### src/rtl/vga_timing_pkg.sv
// Shared 640x480@60 timing constants, sync polarities and a span helper
// for the VGA timing generator.
package vga_timing_pkg;

  localparam int VGA_H_ACTIVE = 640;
  localparam int VGA_H_FP     = 16;
  localparam int VGA_H_SYNC   = 96;
  localparam int VGA_H_BP     = 48;
  localparam int VGA_V_ACTIVE = 480;
  localparam int VGA_V_FP     = 10;
  localparam int VGA_V_SYNC   = 2;
  localparam int VGA_V_BP     = 33;

  localparam logic SYNC_ACTIVE_LOW  = 1'b0;
  localparam logic SYNC_ACTIVE_HIGH = 1'b1;

  // True when pos lies in the inclusive range [lo, hi].
  function automatic logic in_span(input int unsigned pos, input int unsigned lo,
                                   input int unsigned hi);
    return (pos >= lo) && (pos <= hi);
  endfunction

endpackage

### src/rtl/pix_ce_div.sv
// Pixel clock-enable divider: one pix_ce pulse every CLK_DIV enabled cycles;
// held while en=0, cleared by clr.
module pix_ce_div #(
  parameter int CLK_DIV = 2
) (
  input  logic CLK_50,
  input  logic reset_n,
  input  logic en,
  input  logic clr,
  output logic pix_ce
);

  localparam logic [3:0] DIV_LAST = 4'(CLK_DIV - 1);

  if ((CLK_DIV < 1) || (CLK_DIV > 16)) begin : g_bad_div
    $error("pix_ce_div: CLK_DIV must be within 1..16");
  end

  logic [3:0] cnt;
  logic       ce_r;

  // Divider counter; the enable is registered and gated so en=0 forces it low at once.
  always_ff @(posedge CLK_50 or negedge reset_n) begin
    if (!reset_n) begin
      cnt  <= 4'd0;
      ce_r <= 1'b0;
    end else if (clr) begin
      cnt  <= 4'd0;
      ce_r <= 1'b0;
    end else if (en) begin
      if (cnt == DIV_LAST) begin
        cnt  <= 4'd0;
        ce_r <= 1'b1;
      end else begin
        cnt  <= cnt + 4'd1;
        ce_r <= 1'b0;
      end
    end else begin
      cnt  <= cnt;
      ce_r <= ce_r;
    end
  end

  assign pix_ce = ce_r & en;

endmodule

### src/rtl/vga_timing_gen.sv
// VGA raster timing generator with registered sync/blank/pulse outputs.
// Optional 16-bit frame counter output when VGA_TIMING_FRAME_CNT_EN is defined.
module vga_timing_gen
  import vga_timing_pkg::*;
#(
  parameter int   X_DATA_WIDTH = 10,
  parameter int   Y_DATA_WIDTH = 10,
  parameter int   H_ACTIVE     = VGA_H_ACTIVE,
  parameter int   H_FP         = VGA_H_FP,
  parameter int   H_SYNC       = VGA_H_SYNC,
  parameter int   H_BP         = VGA_H_BP,
  parameter int   V_ACTIVE     = VGA_V_ACTIVE,
  parameter int   V_FP         = VGA_V_FP,
  parameter int   V_SYNC       = VGA_V_SYNC,
  parameter int   V_BP         = VGA_V_BP,
  parameter logic H_SYNC_POL   = SYNC_ACTIVE_LOW,
  parameter logic V_SYNC_POL   = SYNC_ACTIVE_LOW,
  parameter int   CLK_DIV      = 2
) (
  input  logic                  CLK_50,
  input  logic                  reset_n,
  input  logic                  en,
  input  logic                  resync,
  output logic                  pix_ce,
  output logic [X_DATA_WIDTH:0] x_pos,
  output logic [Y_DATA_WIDTH:0] y_pos,
  output logic                  hsync,
  output logic                  vsync,
  output logic                  blank,
  output logic                  de,
  output logic                  line_start,
  output logic                  frame_start
`ifdef VGA_TIMING_FRAME_CNT_EN
  ,
  output logic [15:0]           frame_cnt
`endif
);

  localparam int XW      = X_DATA_WIDTH + 1;
  localparam int YW      = Y_DATA_WIDTH + 1;
  localparam int H_TOTAL = H_ACTIVE + H_FP + H_SYNC + H_BP;
  localparam int V_TOTAL = V_ACTIVE + V_FP + V_SYNC + V_BP;
  localparam logic [XW-1:0] X_LAST = XW'(H_TOTAL - 1);
  localparam logic [YW-1:0] Y_LAST = YW'(V_TOTAL - 1);

  if (H_TOTAL > (1 << XW)) begin : g_bad_h
    $error("vga_timing_gen: H_TOTAL does not fit x_pos");
  end
  if (V_TOTAL > (1 << YW)) begin : g_bad_v
    $error("vga_timing_gen: V_TOTAL does not fit y_pos");
  end

  logic [XW-1:0] x_nxt;
  logic [YW-1:0] y_nxt;
  logic          load;
  logic          hs_act;
  logic          vs_act;
  logic          active;

  pix_ce_div #(.CLK_DIV(CLK_DIV)) u_div (
    .CLK_50 (CLK_50),
    .reset_n(reset_n),
    .en     (en),
    .clr    (resync),
    .pix_ce (pix_ce)
  );

  // Next raster position; resync wins over a coincident wrap.
  always_comb begin
    x_nxt = x_pos;
    y_nxt = y_pos;
    load  = 1'b0;
    if (resync) begin
      x_nxt = {XW{1'b0}};
      y_nxt = {YW{1'b0}};
      load  = 1'b1;
    end else if (pix_ce) begin
      load = 1'b1;
      if (x_pos == X_LAST) begin
        x_nxt = {XW{1'b0}};
        y_nxt = (y_pos == Y_LAST) ? {YW{1'b0}} : y_pos + YW'(1);
      end else begin
        x_nxt = x_pos + XW'(1);
      end
    end else begin
      load = 1'b0;
    end
  end

  assign hs_act = in_span(32'(x_nxt), H_ACTIVE + H_FP, H_ACTIVE + H_FP + H_SYNC - 1);
  assign vs_act = in_span(32'(y_nxt), V_ACTIVE + V_FP, V_ACTIVE + V_FP + V_SYNC - 1);
  assign active = in_span(32'(x_nxt), 0, H_ACTIVE - 1) && in_span(32'(y_nxt), 0, V_ACTIVE - 1);

  // Position and decoded outputs are loaded together so they stay aligned.
  always_ff @(posedge CLK_50 or negedge reset_n) begin
    if (!reset_n) begin
      x_pos       <= {XW{1'b0}};
      y_pos       <= {YW{1'b0}};
      hsync       <= ~H_SYNC_POL;
      vsync       <= ~V_SYNC_POL;
      blank       <= 1'b0;
      de          <= 1'b1;
      line_start  <= 1'b0;
      frame_start <= 1'b0;
    end else if (load) begin
      x_pos       <= x_nxt;
      y_pos       <= y_nxt;
      hsync       <= hs_act ? H_SYNC_POL : ~H_SYNC_POL;
      vsync       <= vs_act ? V_SYNC_POL : ~V_SYNC_POL;
      blank       <= ~active;
      de          <= active;
      line_start  <= (x_nxt == {XW{1'b0}});
      frame_start <= (x_nxt == {XW{1'b0}}) && (y_nxt == {YW{1'b0}});
    end else begin
      line_start  <= 1'b0;
      frame_start <= 1'b0;
    end
  end

`ifdef VGA_TIMING_FRAME_CNT_EN
  // Free-running frame count; neither en nor resync clears it.
  always_ff @(posedge CLK_50 or negedge reset_n) begin
    if (!reset_n) begin
      frame_cnt <= 16'd0;
    end else if (load && (x_nxt == {XW{1'b0}}) && (y_nxt == {YW{1'b0}})) begin
      frame_cnt <= frame_cnt + 16'd1;
    end else begin
      frame_cnt <= frame_cnt;
    end
  end
`endif

endmodule

### config.mk
export PLATFORM = sky130hd
export DESIGN_NAME = vga_timing_gen
export DESIGN_NICKNAME = d
export VERILOG_FILES = /design/src/rtl/vga_timing_pkg.sv /design/src/rtl/pix_ce_div.sv /design/src/rtl/vga_timing_gen.sv
export SDC_FILE = /design/constraint.sdc
export NUM_CORES = 1
export LEC_CHECK = 0
export CAP_MARGIN = 30
export CORE_ASPECT_RATIO = 1.4
export CORE_UTILIZATION = 45
export CTS_BUF_LIST = sky130_fd_sc_hd__clkbuf_2 sky130_fd_sc_hd__clkbuf_4 sky130_fd_sc_hd__clkbuf_8
export CTS_CLUSTER_DIAMETER = 80
export DETAILED_ROUTE_END_ITERATION = 7
export GPL_ROUTABILITY_DRIVEN = 0
export GPL_TIMING_DRIVEN = 0
export HOLD_SLACK_MARGIN = 0.02
export PLACE_DENSITY_LB_ADDON = 0.08
export SKIP_LAST_GASP = 1
export SLEW_MARGIN = 5
export SYNTH_ARGS = -nofsm -noshare
export SYNTH_HDL_FRONTEND = slang
export SYNTH_SLANG_ARGS = --single-unit
### constraint.sdc
create_clock -name CLK_50 -period 3.2 [get_ports CLK_50]
set_input_delay 0.48 -clock CLK_50 [delete_from_list [all_inputs] [get_ports CLK_50]]
set_output_delay 0.48 -clock CLK_50 [all_outputs]
set_load 0.1 [all_outputs]
==> results.sh, run 1 <==
export IMPL_area_growth_syn_to_layout_pct=25.7
export IMPL_powerDensity_nw_per_um2=429
export IMPL_postSynthCellCount=219
export IMPL_fill_cells=377
export IMPL_vias=1897
export IMPL_synth_edff_count=0
export IMPL_synthTopCellsByArea="dfrtp_1, dfstp_2, nor2_1"
export IMPL_period_needed_ps=3030
export IMPL_synthXorXnorAreaFrac_pct=3.11
export IMPL_worst_slew_pin_slew_ps=968
export IMPL_dp_cells=295
export IMPL_synth_compound_area_share_pct=17.5
export IMPL_grt_usage_pct=23.7
export IMPL_cts_tree="done"
export IMPL_slew_violations=0
export IMPL_vias_per_cell=6.26
export IMPL_die_w_um=58.0
export IMPL_synth_top_cell_by_area="dfrtp_1"
export IMPL_leakage_uw=0.000975
export IMPL_skew_ps=6.08
export IMPL_synth_fa_ha_area_share_pct=3.17
export IMPL_crit_path_end_kind="register"
export IMPL_post_cts_buffers=0
export IMPL_maxCapViolations=0
export IMPL_layout_nets=266
export IMPL_syn_avg_cell_area_um2=9.01
export IMPL_peakVddDrop_v=0.000302
export IMPL_drt_pass1_iter_count=6
export IMPL_grt_max_degree=34
export IMPL_fin_crit_sh_pct=94.6
export IMPL_yosys_top_cells_count="dfrtp_1, nor2_1, nand2_1"
export IMPL_clockBufferDepth=2
export IMPL_arrival_ps=3250
export IMPL_rsz0062_at_grt="false"
export IMPL_ioPinCount=33
export IMPL_setup_viol=0
export IMPL_status="complete, but fails checks"
export IMPL_clock_latency_ps=290
export IMPL_fin_cells=303
export IMPL_synth_top_family_by_area="simple AND/OR/NAND/NOR gates"
export IMPL_synth_top_cell_area_share_pct=38.0
export IMPL_port_buffers=31
export IMPL_cts_max_level=2
export IMPL_dp_hpwl_mm=3.63
export IMPL_clk_pin_slew_ps=70
export IMPL_cts_num_sinks=33
export IMPL_finalWirelength_mm=5.07
export IMPL_drc_errors=2
export IMPL_die_area_um2=4660
export IMPL_wire_per_inst_um=16.7
export IMPL_synthMuxAreaShare_pct=0.507
export IMPL_hp_class="primary input to asynchronous set/reset pin"
export IMPL_syn_area_um2=1970
export IMPL_register_area_um2=832
export IMPL_cp_start_kind="register"
export IMPL_grt_pass1_vias=1740
export IMPL_drive_gt1_share_pct=10.1
export IMPL_max_freq_mhz=330
export IMPL_synthSimpleGateAreaFrac_pct=28.9
export IMPL_ys_ff_latch=33
export IMPL_finalHoldViolCount=0
export IMPL_grt_overflow=0
export IMPL_synthesis_nets=228
export IMPL_fin_tns_setup_ps=0
export IMPL_drt_iter0_drc=106
export IMPL_cts_made_buffers=5
export IMPL_diodes=0
export IMPL_ant_nets=0
export IMPL_synth_cell_types=53
export IMPL_coreArea_um2=4200
export IMPL_ys_warn_count=0
export IMPL_multi_input_area_um2=1060
export IMPL_die_h_um=80.4
export IMPL_initial_core_util_pct=46.9
export IMPL_seq_area_frac_synth_pct=42.0
export IMPL_yosysMostFrequentCell="dfrtp_1"
export IMPL_relSlewSlack_pct=35.3
export IMPL_cts_root_buf="clkbuf_8"
export IMPL_worst_setup_path_type="register to register"
export IMPL_async_flop_share_pct=100
export IMPL_fp_row_count=28
export IMPL_critPathRequiredTime_ps=3420
export IMPL_cp_max_fo=10
export IMPL_antenna_found_initial=0
export IMPL_synth_main_ff_cell="dfrtp_1"
export IMPL_grt_pass1_wl_mm=8.36
export IMPL_violations="design-rule violations"
-- where the power goes --
group	total, uW	switching (uW)	internal [uW]
Clock	471	162	309
Sequential	441	10.2	430
Combinational	153	116	37.2
Total	1070	288	777
-- metal layers --
metal | vias to the layer above | part of all wire, % | routed length, um | track usage, %
li1 | 895 | - | - | -
met1 | 893 | 42 | 2120 | 29.0
met2 | 88 | 49 | 2460 | 39.2
met3 | 21 | 6.1 | 311 | 4.99
met4 | 0 | 3.4 | 170 | 11.7
met5 | - | 0 | 0 | 0
-- cells in the final DEF (no fill, tap or decap), types with 7 or more instances in the layout --
master	Yosys	final
a21oi_1	11	11
clkdlybuf4s50_1	0	30
dfrtp_1	30	28
inv_1	15	15
nand2_1	18	18
nand3_1	8	8
nand4_1	9	9
nor2_1	21	21
nor3_1	7	7
nor4_1	8	8
o21ai_0	7	7
-- repair_timing --
| item | in CTS | in global routing |
|---|---|---|
| gates resized for setup | 0 | 1 |
| endpoints found under the setup margin | 0 | 1 |
| hold buffers | 0 | 0 |
-- layout make-up --
type / count / area share [%]
Clock buffer: 5 / 2.77
Buffer: 9 / 1.56
Timing Repair Buffer: 31 / 12.3
Clock inverter: 3 / 2.62
Tap cell: 45 / 2.27
Multi-Input combinational cell: 162 / 42.6
Sequential cell: 33 / 33.6
Inverter: 15 / 2.27
-- kinds of logic after synthesis --
logic type / after synthesis
fa+ha+maj: 5
compound gates: 47
xor+xnor: 7
simple gates: 102
mux: 1
flops: 33
buf+inv: 24
-- final timing paths --
check | start | endpoint | slack (ps) | cells past startpoint
hold / removal | reset_n | x_pos[5] | 250 | 1
min in group CLK_50 | de | de | 490 | 2
setup reg to reg | x_pos[5] | frame_start | 170 | 8
setup / recovery | x_pos[5] | frame_start | 170 | 8
hold reg to reg | de | de | 490 | 2
max in group asynchronous | reset_n | x_pos[0] | 2440 | 1
-- metrics by stage --
stage	utilization [%]	hold WS [ps]	total power (uW)	cell area (um2)	setup slack, ps
2_1_floorplan	-	184	559	1980	74.0
3_3_place_gp	55.7	485	602	2340	45.4
3_5_place_dp	55.6	487	602	2340	6.24
4_1_cts	58.8	275	1070	2470	67.2
5_1_grt	59.0	308	1100	2480	49.8
6_report	59.0	248	1070	2480	173
-- worst max-delay path: stages (launching register included) --
cell and delay [ps]:
dfrtp_1 440, or4_1 550, buf_2 180, or3_1 360, clkbuf_2 180, buf_2 210
a311oi_1 500, nand4b_1 200, and4bb_1 330
-- flip-flops by register name, indices dropped and copies added (netlist names) --
| name | cells |
|---|---|
| vsync | 1 |
| u_div.cnt | 4 |
| frame_start | 1 |
| y_pos | 11 |
| u_div.ce_r | 1 |
| hsync | 1 |
| de | 1 |
| x_pos | 11 |
| blank | 1 |
| line_start | 1 |
(Power assumes the default switching activity.)
==> run 2: changes to the inputs <==
Settings changed: CORE_MARGIN set to 1.5, REMOVE_ABC_BUFFERS set to 1, TNS_END_PERCENT set to 10.
==> run 2 against run 1 <==
  * Critical endpoint unchanged
  * Fmax grew 1.3%
  * Critical path type unchanged
  * Worst setup slack better by 39 ps
  * Die area is 3.0% higher
  * Register-to-register slack better by 40 ps
  * Largest power group is now registers
  * Cell area down 1.1%
  * Routed wire length decreased by 4.3%
  * Highest routed layer unchanged
  * The run now ends clean
==> results.sh, run 2 (same netlist as run 1, synthesis figures left out) <==
export IMPL_worst_slew_pin_slew_ps=973
export IMPL_layout_commonest_cell="dfrtp_1"
export IMPL_intPower_uw=628
export IMPL_wire_per_inst_um=16.2
export IMPL_final_cell_mix="dfrtp_1, clkdlybuf4s50_1, nor2_1"
export IMPL_drc_errors=0
export IMPL_grt_max_degree=34
export IMPL_cts_max_level=2
export IMPL_dpl_worst_slack_ps=-471
export IMPL_vias_per_cell=6.06
export IMPL_finalWirelength_mm=4.85
export IMPL_worst_setup_path_type="register to register"
export IMPL_clk_pin_slew_ps=60
export IMPL_cts_made_buffers=5
export IMPL_grt_pass1_wl_mm=7.92
export IMPL_cts_root_buf="clkbuf_8"
export IMPL_critPathRequiredTime_ps=3420
export IMPL_holdWs_ps=261
export IMPL_cts_num_sinks=33
export IMPL_vias=1817
export IMPL_dp_cells=287
export IMPL_port_buffers=32
export IMPL_clock_latency_ps=290
export IMPL_crit_path_end_kind="register"
export IMPL_initial_core_util_pct=46.9
export IMPL_status="finished clean"
export IMPL_placed_cell_area_um2=2310
export IMPL_grt_overflow=0
export IMPL_design_area_um2=2450
export IMPL_grt_pass1_vias=1620
export IMPL_fp_row_count=28
export IMPL_drt_pass1_iter_count=4
export IMPL_setup_slack_ps=212
export IMPL_layout_nets=263
export IMPL_diodes=0
export IMPL_slew_violations=0
export IMPL_switching_share_pct=30.3
export IMPL_clockBufferDepth=2
export IMPL_powerDensity_nw_per_um2=368
export IMPL_rsz0062_at_grt="true"
export IMPL_fin_crit_sh_pct=93.4
export IMPL_relSlewSlack_pct=34.9
export IMPL_setup_viol=0
export IMPL_holdBufCountCts=0
export IMPL_hp_class="primary input to asynchronous set/reset pin"
export IMPL_max_freq_mhz=335
export IMPL_arrival_ps=3210
export IMPL_maxCapViolations=0
export IMPL_area_growth_syn_to_layout_pct=24.3
export IMPL_die_area_um2=4800
export IMPL_power_frac_comb_pct=17.0
export IMPL_leakage_uw=0.000986
export IMPL_die_w_um=59.0
export IMPL_antenna_found_initial=0
export IMPL_netSwitchingPower_uw=273
export IMPL_period_needed_ps=2990
export IMPL_largestRegisters="x_pos: 11 flops, y_pos: 11 flops, u_div.cnt: 4 flops"
export IMPL_finalHoldViolCount=0
export IMPL_ant_nets=0
export IMPL_cts_tree="done"
export IMPL_dp_hpwl_mm=3.36
export IMPL_fin_cells=300
export IMPL_cp_max_fo=6
export IMPL_die_h_um=81.4
export IMPL_peakVddDrop_v=0.000237
export IMPL_power_frac_seq_pct=48.9
export IMPL_drt_iter0_drc=121
export IMPL_grt_usage_pct=22.0
export IMPL_drive_gt1_share_pct=10.2
export IMPL_pwr_share_clk_pct=34.0
export IMPL_skew_ps=6.09
export IMPL_cp_start_kind="register"
export IMPL_coreArea_um2=4200
export IMPL_ioPinCount=33
run 2: cell count changes in the layout (fill, tap and decap cells not counted), sizes merged:
cell | before | now
buf | 5 | 6
bufinv | 2 | 0
clkbuf | 10 | 6
clkdlybuf4s50 | 30 | 29
clkinv | 1 | 2
dlygate4sd2 | 0 | 1
dlymetal6s2s | 0 | 1
run 2: worst max-delay path: stages, from the launching register on:
cell       delay [ps]
dfrtp_1           420
or4_1             690
or3_1             510
a31o_2            270
a2111oi_0         520
and4_1            310
and4bb_1          210
run 2: power by group through the flow:
stage                     clock network, uW  registers (uW)  logic (uW)
after floorplan                           0             518        36.6
after global placement                    0             448         153
after global routing                    331             443         164
final                                   307             441         154
after CTS                               319             441         153
after detailed placement                  0             449         153
run 2: stage by stage:
stage	utilization, %	setup TNS [ps]	total power (uW)
2_1_floorplan	-	-267	554
3_3_place_gp	55.0	-1550	601
3_5_place_dp	54.9	-1590	601
4_1_cts	57.2	-30.1	913
5_1_grt	58.3	-4.32	938
6_report	58.3	0	902
run 2: layout make-up:
class | instances | area (um2)
Fill cell | 382 | 1750
Tap cell | 45 | 56.3
Timing Repair Buffer | 37 | 362
Clock inverter | 2 | 10.0
Inverter | 15 | 56.3
Multi-Input combinational cell | 162 | 1060
Sequential cell | 33 | 830
Clock buffer | 6 | 76.3
run 2: worst paths after layout:
check,startpoint,to,slack (ps),depth (start not counted)
worst max-delay path,x_pos[5],frame_start,210,6
worst min-delay path,reset_n,x_pos[4],260,1
worst max register to register,x_pos[5],frame_start,210,6
worst min register to register,de,de,500,2
max in group asynchronous,reset_n,x_pos[7],2460,1
min in group CLK_50,de,de,500,2
run 2: timing repair:
action | CTS | global route
resized for setup | 3 | 1
cloned | 0 | 0
hold endpoints to repair | 0 | 0
pin swaps | 0 | 2
endpoints found under the setup margin | 2 | 5
setup buffers | 0 | 4
run 2: routing by layer:
metal	vias up	track usage (%)	part of all wire, %
li1	890	-	-
met1	847	28.4	44
met2	66	35.9	48
met3	14	3.50	4.2
met4	0	10.0	2.9
met5	-	0	0
